$ cat src/rtl/cpu_pkg.sv
// Shared CPU-wide constants and the fetch-stage state encoding.
package cpu_pkg;

  localparam int          CPU_XLEN      = 32;
  localparam logic [31:0] CPU_RESET_PC  = 32'h0000_0000;
  localparam logic [31:0] CPU_NOP_INSTR = 32'h0000_0013;

  typedef enum logic [1:0] {
    FETCH = 2'd0,
    DROP  = 2'd1,
    HOLD  = 2'd2
  } fetch_state_e;

endpackage

$ cat src/rtl/fetch_unit_if.sv
// Instruction-memory request/response bus between the fetch stage and imem.
interface fetch_unit_if #(
  parameter int XLEN = cpu_pkg::CPU_XLEN
);
  logic            imem_req;
  logic [XLEN-1:0] imem_addr;
  logic            imem_ready;
  logic [XLEN-1:0] imem_rdata;

  modport master (output imem_req, output imem_addr, input imem_ready, input imem_rdata);
  modport slave  (input imem_req, input imem_addr, output imem_ready, output imem_rdata);
endinterface

$ cat src/rtl/if_id_reg.sv
// Generic stage register holding {pc, instr, valid}; flush overrides any write.
module if_id_reg #(
  parameter int               WIDTH       = 32,
  parameter logic [WIDTH-1:0] RESET_INSTR = '0
) (
  input  logic             clk,
  input  logic             reset_n,
  input  logic             we_i,
  input  logic             flush_i,
  input  logic [WIDTH-1:0] pc_i,
  input  logic [WIDTH-1:0] instr_i,
  output logic [WIDTH-1:0] pc_o,
  output logic [WIDTH-1:0] instr_o,
  output logic             valid_o
);

  logic [WIDTH-1:0] pc_q;
  logic [WIDTH-1:0] instr_q;
  logic             valid_q;

  // pc is left untouched on flush: it is meaningless once valid drops.
  always_ff @(posedge clk or negedge reset_n) begin
    if (!reset_n) begin
      pc_q    <= '0;
      instr_q <= RESET_INSTR;
      valid_q <= 1'b0;
    end else if (flush_i) begin
      instr_q <= RESET_INSTR;
      valid_q <= 1'b0;
    end else if (we_i) begin
      pc_q    <= pc_i;
      instr_q <= instr_i;
      valid_q <= 1'b1;
    end
  end

  assign pc_o    = pc_q;
  assign instr_o = instr_q;
  assign valid_o = valid_q;

endmodule

$ cat src/rtl/fetch_unit.sv
// Instruction-fetch stage: PC, imem handshake with redirect-while-waiting,
// one-entry skid buffer for load-use stalls, and the IF/ID register.
module fetch_unit
  import cpu_pkg::*;
#(
  parameter int            XLEN      = CPU_XLEN,
  parameter logic [XLEN-1:0] RESET_PC  = XLEN'(CPU_RESET_PC),
  parameter logic [XLEN-1:0] NOP_INSTR = XLEN'(CPU_NOP_INSTR)
) (
  input  logic             clk,
  input  logic             reset_n,
  input  logic             mux_to_pc,
  input  logic [XLEN-1:0]  branch_target,
  input  logic             IF_Flush,
  input  logic             stall,
  fetch_unit_if.master     imem,
  output logic [XLEN-1:0]  if_id_pc,
  output logic [XLEN-1:0]  if_id_instr,
  output logic             if_id_valid
);

  fetch_state_e    state_q, state_d;
  logic [XLEN-1:0] pc_q, pc_d;
  logic [XLEN-1:0] pending_q, pending_d;
  logic [XLEN-1:0] skid_pc_q, skid_pc_d;
  logic [XLEN-1:0] skid_instr_q, skid_instr_d;

  logic            ifid_we;
  logic [XLEN-1:0] ifid_pc_d;
  logic [XLEN-1:0] ifid_instr_d;
  logic [XLEN-1:0] pc_plus4;

  assign pc_plus4 = pc_q + XLEN'(4);

  always_ff @(posedge clk or negedge reset_n) begin
    if (!reset_n) begin
      state_q      <= FETCH;
      pc_q         <= RESET_PC;
      pending_q    <= '0;
      skid_pc_q    <= '0;
      skid_instr_q <= NOP_INSTR;
    end else begin
      state_q      <= state_d;
      pc_q         <= pc_d;
      pending_q    <= pending_d;
      skid_pc_q    <= skid_pc_d;
      skid_instr_q <= skid_instr_d;
    end
  end

  always_comb begin
    state_d      = state_q;
    pc_d         = pc_q;
    pending_d    = pending_q;
    skid_pc_d    = skid_pc_q;
    skid_instr_d = skid_instr_q;
    ifid_we      = 1'b0;
    ifid_pc_d    = pc_q;
    ifid_instr_d = imem.imem_rdata;

    unique case (state_q)
      FETCH: begin
        if (imem.imem_ready) begin
          if (mux_to_pc) begin
            pc_d = branch_target;
          end else if (stall) begin
            skid_pc_d    = pc_q;
            skid_instr_d = imem.imem_rdata;
            pc_d         = pc_plus4;
            state_d      = HOLD;
          end else begin
            ifid_we = 1'b1;
            pc_d    = pc_plus4;
          end
        end else if (mux_to_pc) begin
          // The outstanding request cannot be withdrawn; park the target.
          pending_d = branch_target;
          state_d   = DROP;
        end
      end

      DROP: begin
        if (imem.imem_ready) begin
          pc_d    = mux_to_pc ? branch_target : pending_q;
          state_d = FETCH;
        end else if (mux_to_pc) begin
          pending_d = branch_target;
        end
      end

      HOLD: begin
        if (mux_to_pc) begin
          pc_d    = branch_target;
          state_d = FETCH;
        end else if (!stall) begin
          ifid_we      = 1'b1;
          ifid_pc_d    = skid_pc_q;
          ifid_instr_d = skid_instr_q;
          state_d      = FETCH;
        end
      end

      default: begin
        state_d = FETCH;
      end
    endcase
  end

  // Request drops combinationally with reset so an in-flight fetch is abandoned at once.
  assign imem.imem_req  = reset_n && (state_q != HOLD);
  assign imem.imem_addr = pc_q;

  if_id_reg #(
    .WIDTH      (XLEN),
    .RESET_INSTR(NOP_INSTR)
  ) u_if_id_reg (
    .clk     (clk),
    .reset_n (reset_n),
    .we_i    (ifid_we),
    .flush_i (IF_Flush),
    .pc_i    (ifid_pc_d),
    .instr_i (ifid_instr_d),
    .pc_o    (if_id_pc),
    .instr_o (if_id_instr),
    .valid_o (if_id_valid)
  );

endmodule

$ cat src/flat_wrapper.sv
// flat-port wrapper written by rule: the top's interface ports become plain ports
module fetch_unit_flat import cpu_pkg::*;
#(
  parameter int            XLEN      = CPU_XLEN,
  parameter logic [XLEN-1:0] RESET_PC  = XLEN'(CPU_RESET_PC),
  parameter logic [XLEN-1:0] NOP_INSTR = XLEN'(CPU_NOP_INSTR)
)
  (clk, reset_n, mux_to_pc, branch_target, IF_Flush, stall, if_id_pc, if_id_instr, if_id_valid, imem_imem_req, imem_imem_addr, imem_imem_ready, imem_imem_rdata);
  fetch_unit_if #(.XLEN(XLEN)) imem_i ();
  input  logic clk;
  input  logic reset_n;
  input  logic mux_to_pc;
  input  logic [XLEN-1:0] branch_target;
  input  logic IF_Flush;
  input  logic stall;
  output logic [XLEN-1:0] if_id_pc;
  output logic [XLEN-1:0] if_id_instr;
  output logic if_id_valid;
  output wire logic [$bits(imem_i.imem_req)-1:0] imem_imem_req;
  output wire logic [$bits(imem_i.imem_addr)-1:0] imem_imem_addr;
  input wire logic [$bits(imem_i.imem_ready)-1:0] imem_imem_ready;
  input wire logic [$bits(imem_i.imem_rdata)-1:0] imem_imem_rdata;
  assign imem_imem_req = imem_i.imem_req;
  assign imem_imem_addr = imem_i.imem_addr;
  assign imem_i.imem_ready = imem_imem_ready;
  assign imem_i.imem_rdata = imem_imem_rdata;
  fetch_unit #(.XLEN(XLEN), .RESET_PC(RESET_PC), .NOP_INSTR(NOP_INSTR)) u_core (.clk(clk), .reset_n(reset_n), .mux_to_pc(mux_to_pc), .branch_target(branch_target), .IF_Flush(IF_Flush), .stall(stall), .imem(imem_i), .if_id_pc(if_id_pc), .if_id_instr(if_id_instr), .if_id_valid(if_id_valid));
endmodule
$ cat config.mk
export PLATFORM = sky130hd
export DESIGN_NAME = fetch_unit_flat
export DESIGN_NICKNAME = d
export VERILOG_FILES = /design/src/rtl/cpu_pkg.sv /design/src/rtl/fetch_unit_if.sv /design/src/rtl/if_id_reg.sv /design/src/rtl/fetch_unit.sv /design/src/flat_wrapper.sv
export SDC_FILE = /design/constraint.sdc
export NUM_CORES = 1
export LEC_CHECK = 0
export CORE_AREA = 2 2 125 127
export DETAILED_ROUTE_END_ITERATION = 6
export DIE_AREA = 0 0 127 129
export DONT_BUFFER_PORTS = 1
export PLACE_DENSITY = 0.79
export SKIP_CTS_REPAIR_TIMING = 1
export SLEW_MARGIN = 25
export SYNTH_ARGS = -nofsm -noshare
export SYNTH_HDL_FRONTEND = slang
export SYNTH_SLANG_ARGS = --single-unit
export TNS_END_PERCENT = 100
$ cat constraint.sdc
create_clock -name clk -period 2.2 [get_ports clk]
set_input_delay 0.44 -clock clk [delete_from_list [all_inputs] [get_ports clk]]
set_output_delay 0.44 -clock clk [all_outputs]
set_load 0.005 [all_outputs]
==> impl_metrics.tcl, run 1 <==
set metrics [dict create \
    instances_no_fill 1085 \
    insertion_delay_ps 430 \
    post-place-cells 1047 \
    synthDistinctLibCells 64 \
    chipHeight_um 129 \
    synth_top_family_by_area "multiplexers" \
    number_of_sinks_handled_by_clock_tree_synthesis 195 \
    r2r_cells 7 \
    min-delay-path-class "in2async" \
    n_antenna_cell 0 \
    drcViolationCount 0 \
    met3_wirelength_mm 2.45 \
    start_point_of_the_critical_path "u_core.state_q[1]" \
    syn-instance-count 876 \
    place_congestion 0.884 \
    drt-wirelength-per-cell_um 21.2 \
    routed_wirelength_mm 23.0 \
    crit_path_start_kind "register" \
    floorplan.initialDensity 0.631 \
    maximum_number_of_pins_on_one_net_before_global_route_repair 197 \
    worst-setup-path-type "reg2reg" \
    grt_setup_unrepaired "no" \
    synthXorXnorAreaFrac 0.00278 \
    cts_buffers 17 \
    crit_fanout 16 \
    antenna_left 0 \
    fin_setup_tns_ps 0 \
    grt_usage 0.283 \
    stdcell_area_mm2 0.0107 \
    hold-worst-slack_ps -305 \
    place.port_buffers 0 \
    placement_rows 45 \
    final-setup-viol-count 0 \
    detailedRoute.firstIterationViolations 687 \
    timing.final.crit_period_ps 2130 \
    synth_async_sr_flop_share 1.00 \
    syn-cell-area_mm2 0.00945 \
    failed_checks "hold timing" \
    max-cap-violations 0 \
    fin_worst_skew_ps 7.14 \
    synth-adder-area-share 0.00530 \
    crit-reg2reg-launch "u_core.state_q[1]" \
    crit_path_end_kind "register" \
    hold_viol_final 195 \
    highest_layer "met4" \
    globalRoute.totalOverflow 0 \
    postSynthNetCount 950 \
    post_route_cells_drive_above_1_share 0.232 \
    endpoint "u_core.imem.imem_addr[11]" \
    power_leakage_nw 4.41 \
    outcome "complete, but fails checks" \
    die_area_mm2 0.0164 \
    ir_worst_vdd_mv 0.887 \
    clock_tree.root_cell "sky130_fd_sc_hd__clkbuf_16" \
    most_frequent_cells_in_the_layout "sky130_fd_sc_hd__dfrtp_1 (189), sky130_fd_sc_hd__mux2_2 (88), sky130_fd_sc_hd__nand2_1 (78)" \
    muxShareOfSynthArea 0.172 \
    via_total_after_detailed_routing 7085 \
    design.final.nets 958 \
    post_synth_simple_gate_area 0.104 \
    crit_share_post_route 0.967 \
    max_slew_margin 0.528 \
    number_of_flops_mapped_to_enable_cells_by_yosys 0 \
    p_total_mw 15.4 \
    grt_pass1_vias 6891 \
    layout_commonest_cell "sky130_fd_sc_hd__dfrtp_1" \
    syn_to_final_growth_pct 12.9 \
    worst-endpoint-required_ps 2520 \
    area_of_placed_instances_mm2 0.00991 \
    synth-seq-cells 195 \
    tritoncts "done" \
    drv_slew 0 \
    synthesis.yosys.warnings 0 \
    timing.fmax_ghz 0.470 \
    wl_met2_mm 10.8 \
    most_used_flip_flop_cell_after_synthesis "sky130_fd_sc_hd__dfrtp_1" \
    core_area_mm2 0.0150 \
    cts_max_path_buffers 2 \
    reg2reg_slack_ps 70 \
    detailedRoute.firstPassIterationCount 6 \
    tightest_slew_ps 706 \
    ios 168 \
    hpwl_mm 15.8 \
    antenna_violations_before_repair 0 \
    clock_pin_slew_worst_setup_and_hold_paths_ps 70 \
    pwr_density_cell_mw_per_mm2 1450 \
    sequential_element_share_of_the_synthesized_area 0.517 \
    compound_gate_portion_of_the_synthesized_area 0.158 \
    rr_endpoint "u_core.imem.imem_addr[11]" \
    grt_first_pass_wirelength_mm 36.6 \
    worst_ep_arrival_time_ps 2450 \
    wl_met1_mm 9.23 \
    htreeDepth 4 \
    chipWidth_um 127 \
    syn_avg_cell_area_um2 10.8 \
    routed_via_density 6.53 \
]
[flip-flops by register name, indices dropped and copies added, names as in the netlist]
register                    flops
u_core.u_if_id_reg.valid_o      1
u_core.skid_pc_q               32
u_core.pending_q               32
u_core.skid_instr_q            32
u_core.imem.imem_addr          32
u_core.u_if_id_reg.instr_o     32
u_core.state_q                  2
u_core.u_if_id_reg.pc_o        32
[metrics by stage]
stage	utilization	hold WS, ps	setup WS, ps
6_report	0.712	-305	73.5
5_1_grt	0.712	-320	14.1
4_1_cts	0.703	-313	17.2
3_5_place_dp	0.662	148	36.5
3_3_place_gp	0.662	150	124
2_1_floorplan	-	144	193
[worst min path at each step]
stage	startpoint	to	depth (start not counted)
after global placement	reset_n	u_core.u_if_id_reg.instr_o[6]	0
final	reset_n	u_core.u_if_id_reg.instr_o[6]	0
after CTS	reset_n	u_core.u_if_id_reg.instr_o[31]	0
after floorplan	reset_n	u_core.imem.imem_addr[0]	0
after global routing	reset_n	u_core.u_if_id_reg.instr_o[6]	0
after detailed placement	reset_n	u_core.u_if_id_reg.instr_o[31]	0
[area by class of cell]
| cell class | count | area (µm²) |
|---|---|---|
| Clock buffer | 21 | 460 |
| Tap cell | 188 | 235 |
| Inverter | 11 | 41.3 |
| Fill cell | 1077 | 4320 |
| Multi-Input combinational cell | 598 | 4260 |
| Clock inverter | 11 | 151 |
| Timing Repair Buffer | 61 | 622 |
| Sequential cell | 195 | 4890 |
[logic make-up after synthesis]
group / after synthesis
compound gates: 231
xor+xnor: 3
fa+ha+maj: 4
buf+inv: 84
flops: 195
mux: 151
simple gates: 208
[cell usage after synthesis, drive strengths merged, types with 3 or more instances]
cell	instances	share of area
a211o	7	0.0065
a211oi	33	0.026
a21oi	53	0.028
a221o	3	0.0032
a221oi	11	0.010
a222oi	3	0.0032
a22o	4	0.0037
a22oi	14	0.011
a311oi	4	0.0037
a31oi	5	0.0033
and3	6	0.0040
and4	5	0.0056
buf	35	0.021
clkbuf	38	0.015
dfrtp	189	0.50
dfstp	6	0.017
ha	4	0.0053
inv	11	0.0044
mux2	90	0.11
mux2i	61	0.065
nand2	78	0.031
nand2b	7	0.0046
nand3	14	0.0074
nand4	6	0.0056
nor2	58	0.023
nor2b	3	0.0020
nor3	12	0.0064
nor3b	3	0.0024
nor4	3	0.0020
o211ai	3	0.0024
o21ai	66	0.035
o22ai	4	0.0026
o31ai	3	0.0024
or2	4	0.0026
or4	4	0.0036
[per-layer routing]
metal  global-route usage  vias to the layer above
li1                     -                     3228
met1                0.376                     3471
met2                0.448                      345
met3               0.0902                       41
met4               0.0950                        0
met5                    0                        -
[where the power goes]
group          internal (mW)  switching (mW)
sequential              5.15            1.13
clock                   1.85            1.33
combinational           2.79            3.19
total                   9.79            5.65
[critical path: stages (launching register included)]
cell	delay, ps
sky130_fd_sc_hd__dfrtp_1	390
sky130_fd_sc_hd__inv_2	70
sky130_fd_sc_hd__ha_1	200
sky130_fd_sc_hd__buf_4	180
sky130_fd_sc_hd__o311ai_2	640
sky130_fd_sc_hd__clkbuf_16	300
sky130_fd_sc_hd__a21oi_1	50
sky130_fd_sc_hd__o22a_1	170
Power figures use the tool's default switching activity.
==> run 2: changes to the inputs <==
--- a/config.mk
+++ b/config.mk
@@ -5,11 +5,12 @@
 export SDC_FILE = /design/constraint.sdc
 export NUM_CORES = 1
 export LEC_CHECK = 0
-export CORE_AREA = 2 2 125 127
+export ABC_AREA = 1
+export CORE_AREA = 2 2 133 135
 export DETAILED_ROUTE_END_ITERATION = 6
-export DIE_AREA = 0 0 127 129
+export DIE_AREA = 0 0 135 137
 export DONT_BUFFER_PORTS = 1
-export PLACE_DENSITY = 0.79
+export PLACE_DENSITY = 0.78
 export SKIP_CTS_REPAIR_TIMING = 1
 export SLEW_MARGIN = 25
 export SYNTH_ARGS = -nofsm -noshare
==> impl_metrics.tcl, run 2 <==
set metrics [dict create \
    outcome "complete, but fails checks" \
    failed_checks "hold timing" \
    n_antenna_cell 0 \
    grt_pass1_vias 8385 \
    timing.fmax_ghz 0.476 \
    insertion_delay_ps 430 \
    synth_top_area_share 0.444 \
    ios 168 \
    fin_worst_skew_ps 9.25 \
    routed_via_density 5.64 \
    crit_path_start_kind "register" \
    stdcell_area_mm2 0.0114 \
    timing.final.crit_period_ps 2100 \
    detailedRoute.firstIterationViolations 805 \
    yosys.area.top_type "sky130_fd_sc_hd__dfrtp_1" \
    antenna_violations_before_repair 0 \
    syn-instance-count 1470 \
    design.final.nets 1495 \
    grt_first_pass_wirelength_mm 43.5 \
    max_slew_margin 0.614 \
    most_frequent_cells_in_the_layout "sky130_fd_sc_hd__nand2_1 (453), sky130_fd_sc_hd__o21ai_0 (228), sky130_fd_sc_hd__dfrtp_1 (189)" \
    post_synth_most_frequent_cells "sky130_fd_sc_hd__nand2_1 (453), sky130_fd_sc_hd__o21ai_0 (228), sky130_fd_sc_hd__dfrtp_1 (189), sky130_fd_sc_hd__nor2_1 (129), sky130_fd_sc_hd__inv_1 (128)" \
    area_of_placed_instances_mm2 0.0107 \
    sequential_element_share_of_the_synthesized_area 0.459 \
    ir_worst_vdd_mv 0.757 \
    worst_ep_arrival_time_ps 1660 \
    hold-worst-slack_ps -303 \
    drcViolationCount 0 \
    routed_wirelength_mm 26.5 \
    worst-endpoint-required_ps 1760 \
    final-setup-viol-count 0 \
    globalRoute.totalOverflow 0 \
    yosys.cell_count.top_type "sky130_fd_sc_hd__nand2_1" \
    maximum_number_of_pins_on_one_net_before_global_route_repair 197 \
    placement_rows 48 \
    syn_to_final_growth_pct 6.81 \
    clock_tree.root_cell "sky130_fd_sc_hd__clkbuf_16" \
    p_total_mw 15.7 \
    drv_slew 0 \
    start_point_of_the_critical_path "u_core.state_q[0]" \
    tightest_slew_ps 580 \
    crit_share_post_route 0.954 \
    clock_pin_slew_worst_setup_and_hold_paths_ps 70 \
    hpwl_mm 17.0 \
    rr_endpoint "u_core.u_if_id_reg.instr_o[2]" \
    chipWidth_um 135 \
    detailedRoute.firstPassIterationCount 5 \
    tritoncts "done" \
    post_route_cells_drive_above_1_share 0.0537 \
    crit_fanout 33 \
    syn_avg_cell_area_um2 7.25 \
    combined_area_of_the_multi_input_logic_cells_mm2 0.00485 \
    min-delay-path-class "in2async" \
    cts_max_path_buffers 2 \
    reg2reg_slack_ps 190 \
    power_leakage_nw 5.22 \
    synth_async_sr_flop_share 1.00 \
    layout_commonest_cell "sky130_fd_sc_hd__nand2_1" \
    place.port_buffers 0 \
    antenna_left 0 \
    crit-reg2reg-launch "u_core.state_q[0]" \
    synth-seq-cells 195 \
    pre_cts_worst_setup_slack_ps 68.8 \
    synthDistinctLibCells 36 \
    grt_setup_unrepaired "no" \
    synthesis.yosys.warnings 0 \
    post-route-worst-setup-slack_ps 101 \
    worst-setup-path-type "reg2out" \
    core_area_mm2 0.0171 \
    syn-cell-area_mm2 0.0107 \
    number_of_flops_mapped_to_enable_cells_by_yosys 0 \
    number_of_sinks_handled_by_clock_tree_synthesis 195 \
    place_congestion 0.828 \
    hold_viol_final 195 \
    drt-wirelength-per-cell_um 16.0 \
    nFillCells 1460 \
    floorplan.initialDensity 0.625 \
    grt_usage 0.296 \
    crit_path_end_kind "output port" \
    layout.area.seq_mm2 0.00489 \
    utilization 0.667 \
    via_total_after_detailed_routing 9354 \
    r2r_cells 10 \
    max-cap-violations 0 \
    htreeDepth 4 \
    pwr_density_cell_mw_per_mm2 1380 \
    cts_buffers 17 \
    synth.top_cells.by_area "sky130_fd_sc_hd__dfrtp_1 (44%), sky130_fd_sc_hd__nand2_1 (16%), sky130_fd_sc_hd__o21ai_0 (11%), sky130_fd_sc_hd__nor2_1 (4.5%), sky130_fd_sc_hd__inv_1 (4.5%)" \
    postSynthNetCount 1544 \
    chipHeight_um 137 \
    die_area_mm2 0.0185 \
    most_used_flip_flop_cell_after_synthesis "sky130_fd_sc_hd__dfrtp_1" \
]
## run 2: power breakdown
group	internal [mW]	switching [mW]	total, mW	leakage, nW
sequential	5.07	1.32	6.39	2.51
clock	1.86	1.39	3.24	0.294
combinational	2.19	3.88	6.07	2.42
total	9.12	6.58	15.7	5.22
## run 2: cells by family (layout without fill, tap and decap cells)
kind of cell	count (synthesis)	in the layout	share of synthesized area
compound gates	391	391	0.198
buf+inv	222	185	0.0875
fa+ha+maj	4	4	0.00470
xor+xnor	3	3	0.00247
mux	7	7	0.00657
simple gates	648	648	0.242
flops	195	195	0.459
## run 2: per-stage QoR
step | setup TNS (ps) | cells | hold slack, ps
6_report | 0 | 1658 | -303
5_1_grt | 0 | 1658 | -328
4_1_cts | -57.1 | 1658 | -316
3_5_place_dp | 0 | 1627 | 149
3_3_place_gp | 0 | 1627 | 149
2_1_floorplan | 0 | 1470 | 144
## run 2: final cells by class
cell class	count	share of cell area
Tap cell	225	0.0247
Clock buffer	20	0.0401
Clock inverter	11	0.0134
Sequential cell	195	0.429
Multi-Input combinational cell	1053	0.426
Inverter	132	0.0453
Timing Repair Buffer	22	0.0207
## run 2: metal layers
| metal | track usage | vias up | part of all wire |
|---|---|---|---|
| li1 | - | 4649 | - |
| met1 | 0.407 | 4347 | 0.44 |
| met2 | 0.461 | 320 | 0.46 |
| met3 | 0.0863 | 38 | 0.088 |
| met4 | 0.0775 | 0 | 0.017 |
| met5 | 0 | - | 0 |
## run 2: worst max path at each step
stage / to / slack (ps) / cells after the start
5_1_grt: imem_imem_req / 20 / 4
4_1_cts: u_core.u_if_id_reg.instr_o[2] / -40 / 10
3_3_place_gp: u_core.u_if_id_reg.instr_o[2] / 220 / 10
3_5_place_dp: u_core.u_if_id_reg.instr_o[3] / 70 / 10
2_1_floorplan: u_core.imem.imem_addr[25] / 490 / 11
6_report: imem_imem_req / 100 / 4
## run 2: critical path, stage by stage, from the launching register on
cell                      delay, ps
sky130_fd_sc_hd__dfrtp_1        410
sky130_fd_sc_hd__inv_1          140
sky130_fd_sc_hd__ha_2           290
sky130_fd_sc_hd__buf_8          270
sky130_fd_sc_hd__nor2_1         100
==> run 3: changes to the inputs <==
--- a/config.mk
+++ b/config.mk
@@ -6,11 +6,10 @@
 export NUM_CORES = 1
 export LEC_CHECK = 0
 export ABC_AREA = 1
-export CORE_AREA = 2 2 133 135
+export CORE_AREA = 2 2 178 180
 export DETAILED_ROUTE_END_ITERATION = 6
-export DIE_AREA = 0 0 135 137
+export DIE_AREA = 0 0 180 182
 export DONT_BUFFER_PORTS = 1
-export PLACE_DENSITY = 0.78
 export SKIP_CTS_REPAIR_TIMING = 1
 export SLEW_MARGIN = 25
 export SYNTH_ARGS = -nofsm -noshare
==> impl_metrics.tcl, run 3 (synthesis results as in run 2) <==
set metrics [dict create \
    crit_share_post_route 0.967 \
    hpwl_mm 19.6 \
    timing.final.crit_period_ps 2130 \
    max-cap-violations 0 \
    grt_setup_unrepaired "yes" \
    min-delay-path-class "in2async" \
    drcViolationCount 0 \
    grt_first_pass_wirelength_mm 48.8 \
    cts_buffers 17 \
    place_congestion 0.886 \
    final-setup-viol-count 0 \
    failed_checks "hold timing" \
    chipWidth_um 180 \
    design.final.nets 1503 \
    drv_slew 0 \
    pwr_density_cell_mw_per_mm2 1370 \
    cts_max_path_buffers 2 \
    globalRoute.totalOverflow 0 \
    ir_worst_vdd_mv 0.755 \
    ios 168 \
    tritoncts "done" \
    stdcell_area_mm2 0.0116 \
    grt_pass1_vias 8764 \
    hold_viol_final 195 \
    layout_commonest_cell "sky130_fd_sc_hd__nand2_1" \
    post_route_cells_drive_above_1_share 0.0596 \
    worst_ep_arrival_time_ps 1690 \
    crit_path_end_kind "output port" \
    place.port_buffers 0 \
    antenna_left 0 \
    antenna_violations_before_repair 0 \
    die_area_mm2 0.0328 \
    detailedRoute.firstPassIterationCount 5 \
    syn_to_final_growth_pct 8.98 \
    hold-worst-slack_ps -310 \
    crit_fanout 33 \
    clock_tree.root_cell "sky130_fd_sc_hd__clkbuf_16" \
    n_antenna_cell 0 \
    insertion_delay_ps 450 \
    r2r_cells 10 \
    post-place-cells 1812 \
    max_slew_margin 0.621 \
    core_area_mm2 0.0310 \
    worst-endpoint-required_ps 1760 \
    floorplan.initialDensity 0.344 \
    instances_no_fill 1844 \
    nFillCells 3158 \
    crit_path_start_kind "register" \
    clock_pin_slew_worst_setup_and_hold_paths_ps 80 \
    worst-setup-path-type "reg2out" \
    pre_cts_worst_setup_slack_ps 159 \
    power_leakage_nw 5.25 \
    maximum_number_of_pins_on_one_net_before_global_route_repair 197 \
    area_of_placed_instances_mm2 0.0110 \
    placement_rows 65 \
    timing.fmax_ghz 0.470 \
    drt-wirelength-per-cell_um 16.3 \
    post-route-worst-setup-slack_ps 71.6 \
    outcome "complete, but fails checks" \
    via_total_after_detailed_routing 9326 \
    fin_worst_skew_ps 15.4 \
    grt_usage 0.186 \
    chipHeight_um 182 \
    routed_via_density 5.06 \
    tightest_slew_ps 568 \
    routed_wirelength_mm 30.1 \
    most_frequent_cells_in_the_layout "sky130_fd_sc_hd__nand2_1 (453), sky130_fd_sc_hd__o21ai_0 (228), sky130_fd_sc_hd__dfrtp_1 (189)" \
    detailedRoute.firstIterationViolations 705 \
    number_of_sinks_handled_by_clock_tree_synthesis 195 \
    htreeDepth 4 \
]
-- run 3: cell types whose count changed in the layout (fill, tap and decap cells not counted), moves of 2 or more --
cell,before,now
sky130_fd_sc_hd__buf_4,16,24
sky130_fd_sc_hd__inv_8,1,4
sky130_fd_sc_hd__bufinv_16,3,1
sky130_fd_sc_hd__clkinvlp_4,2,4
-- run 3: path summary, 6_finish.rpt --
path                                     start  slack [ps]                        endpoint
setup / recovery             u_core.state_q[0]          70                   imem_imem_req
hold / removal                         reset_n        -310  u_core.u_if_id_reg.instr_o[25]
setup reg to reg             u_core.state_q[0]         210   u_core.u_if_id_reg.instr_o[8]
hold reg to reg            u_core.pending_q[8]         490             u_core.pending_q[8]
max in group asynchronous              reset_n        2120       u_core.imem.imem_addr[20]
min in group clk            imem_imem_rdata[0]         120   u_core.u_if_id_reg.instr_o[0]
-- run 3: through the flow --
step / TNS [ps] / hold WS, ps / utilization / power (mW)
after floorplan: 0 / 144 / - / 10.6
after detailed placement: 0 / 149 / 0.356 / 12.8
final: 0 / -310 / 0.375 / 15.9
after global routing: -22.8 / -342 / 0.375 / 17.3
after global placement: 0 / 149 / 0.356 / 12.6
after CTS: -42.1 / -343 / 0.375 / 16.0
-- run 3: critical path: stages, from the launching register on --
cell and delay, ps:
sky130_fd_sc_hd__dfrtp_1 400, sky130_fd_sc_hd__inv_1 110, sky130_fd_sc_hd__ha_1 270, sky130_fd_sc_hd__buf_6 340, sky130_fd_sc_hd__nor2_1 110
-- run 3: routing by layer --
layer | up-vias | GRT usage | wire (µm)
met1 | 4322 | 0.248 | 13600
met2 | 284 | 0.286 | 13300
met4 | 0 | 0.0582 | 586
met3 | 44 | 0.0630 | 2650
li1 | 4676 | - | -
met5 | - | 0 | 0
-- run 3: layout make-up --
class                           instances  area (µm²)  area share
Clock inverter                         14         145      0.0125
Multi-Input combinational cell       1053        4840       0.417
Sequential cell                       195        4890       0.421
Tap cell                              402         503      0.0433
Timing Repair Buffer                   30         292      0.0251
Clock buffer                           18         439      0.0378
Inverter                              132         505      0.0435
-- run 3: power by group --
part,internal (mW),switching (mW),leakage [nW],total (mW)
registers,5.07,1.28,2.51,6.35
clock network,1.63,1.56,0.277,3.20
logic,2.30,4.01,2.46,6.31
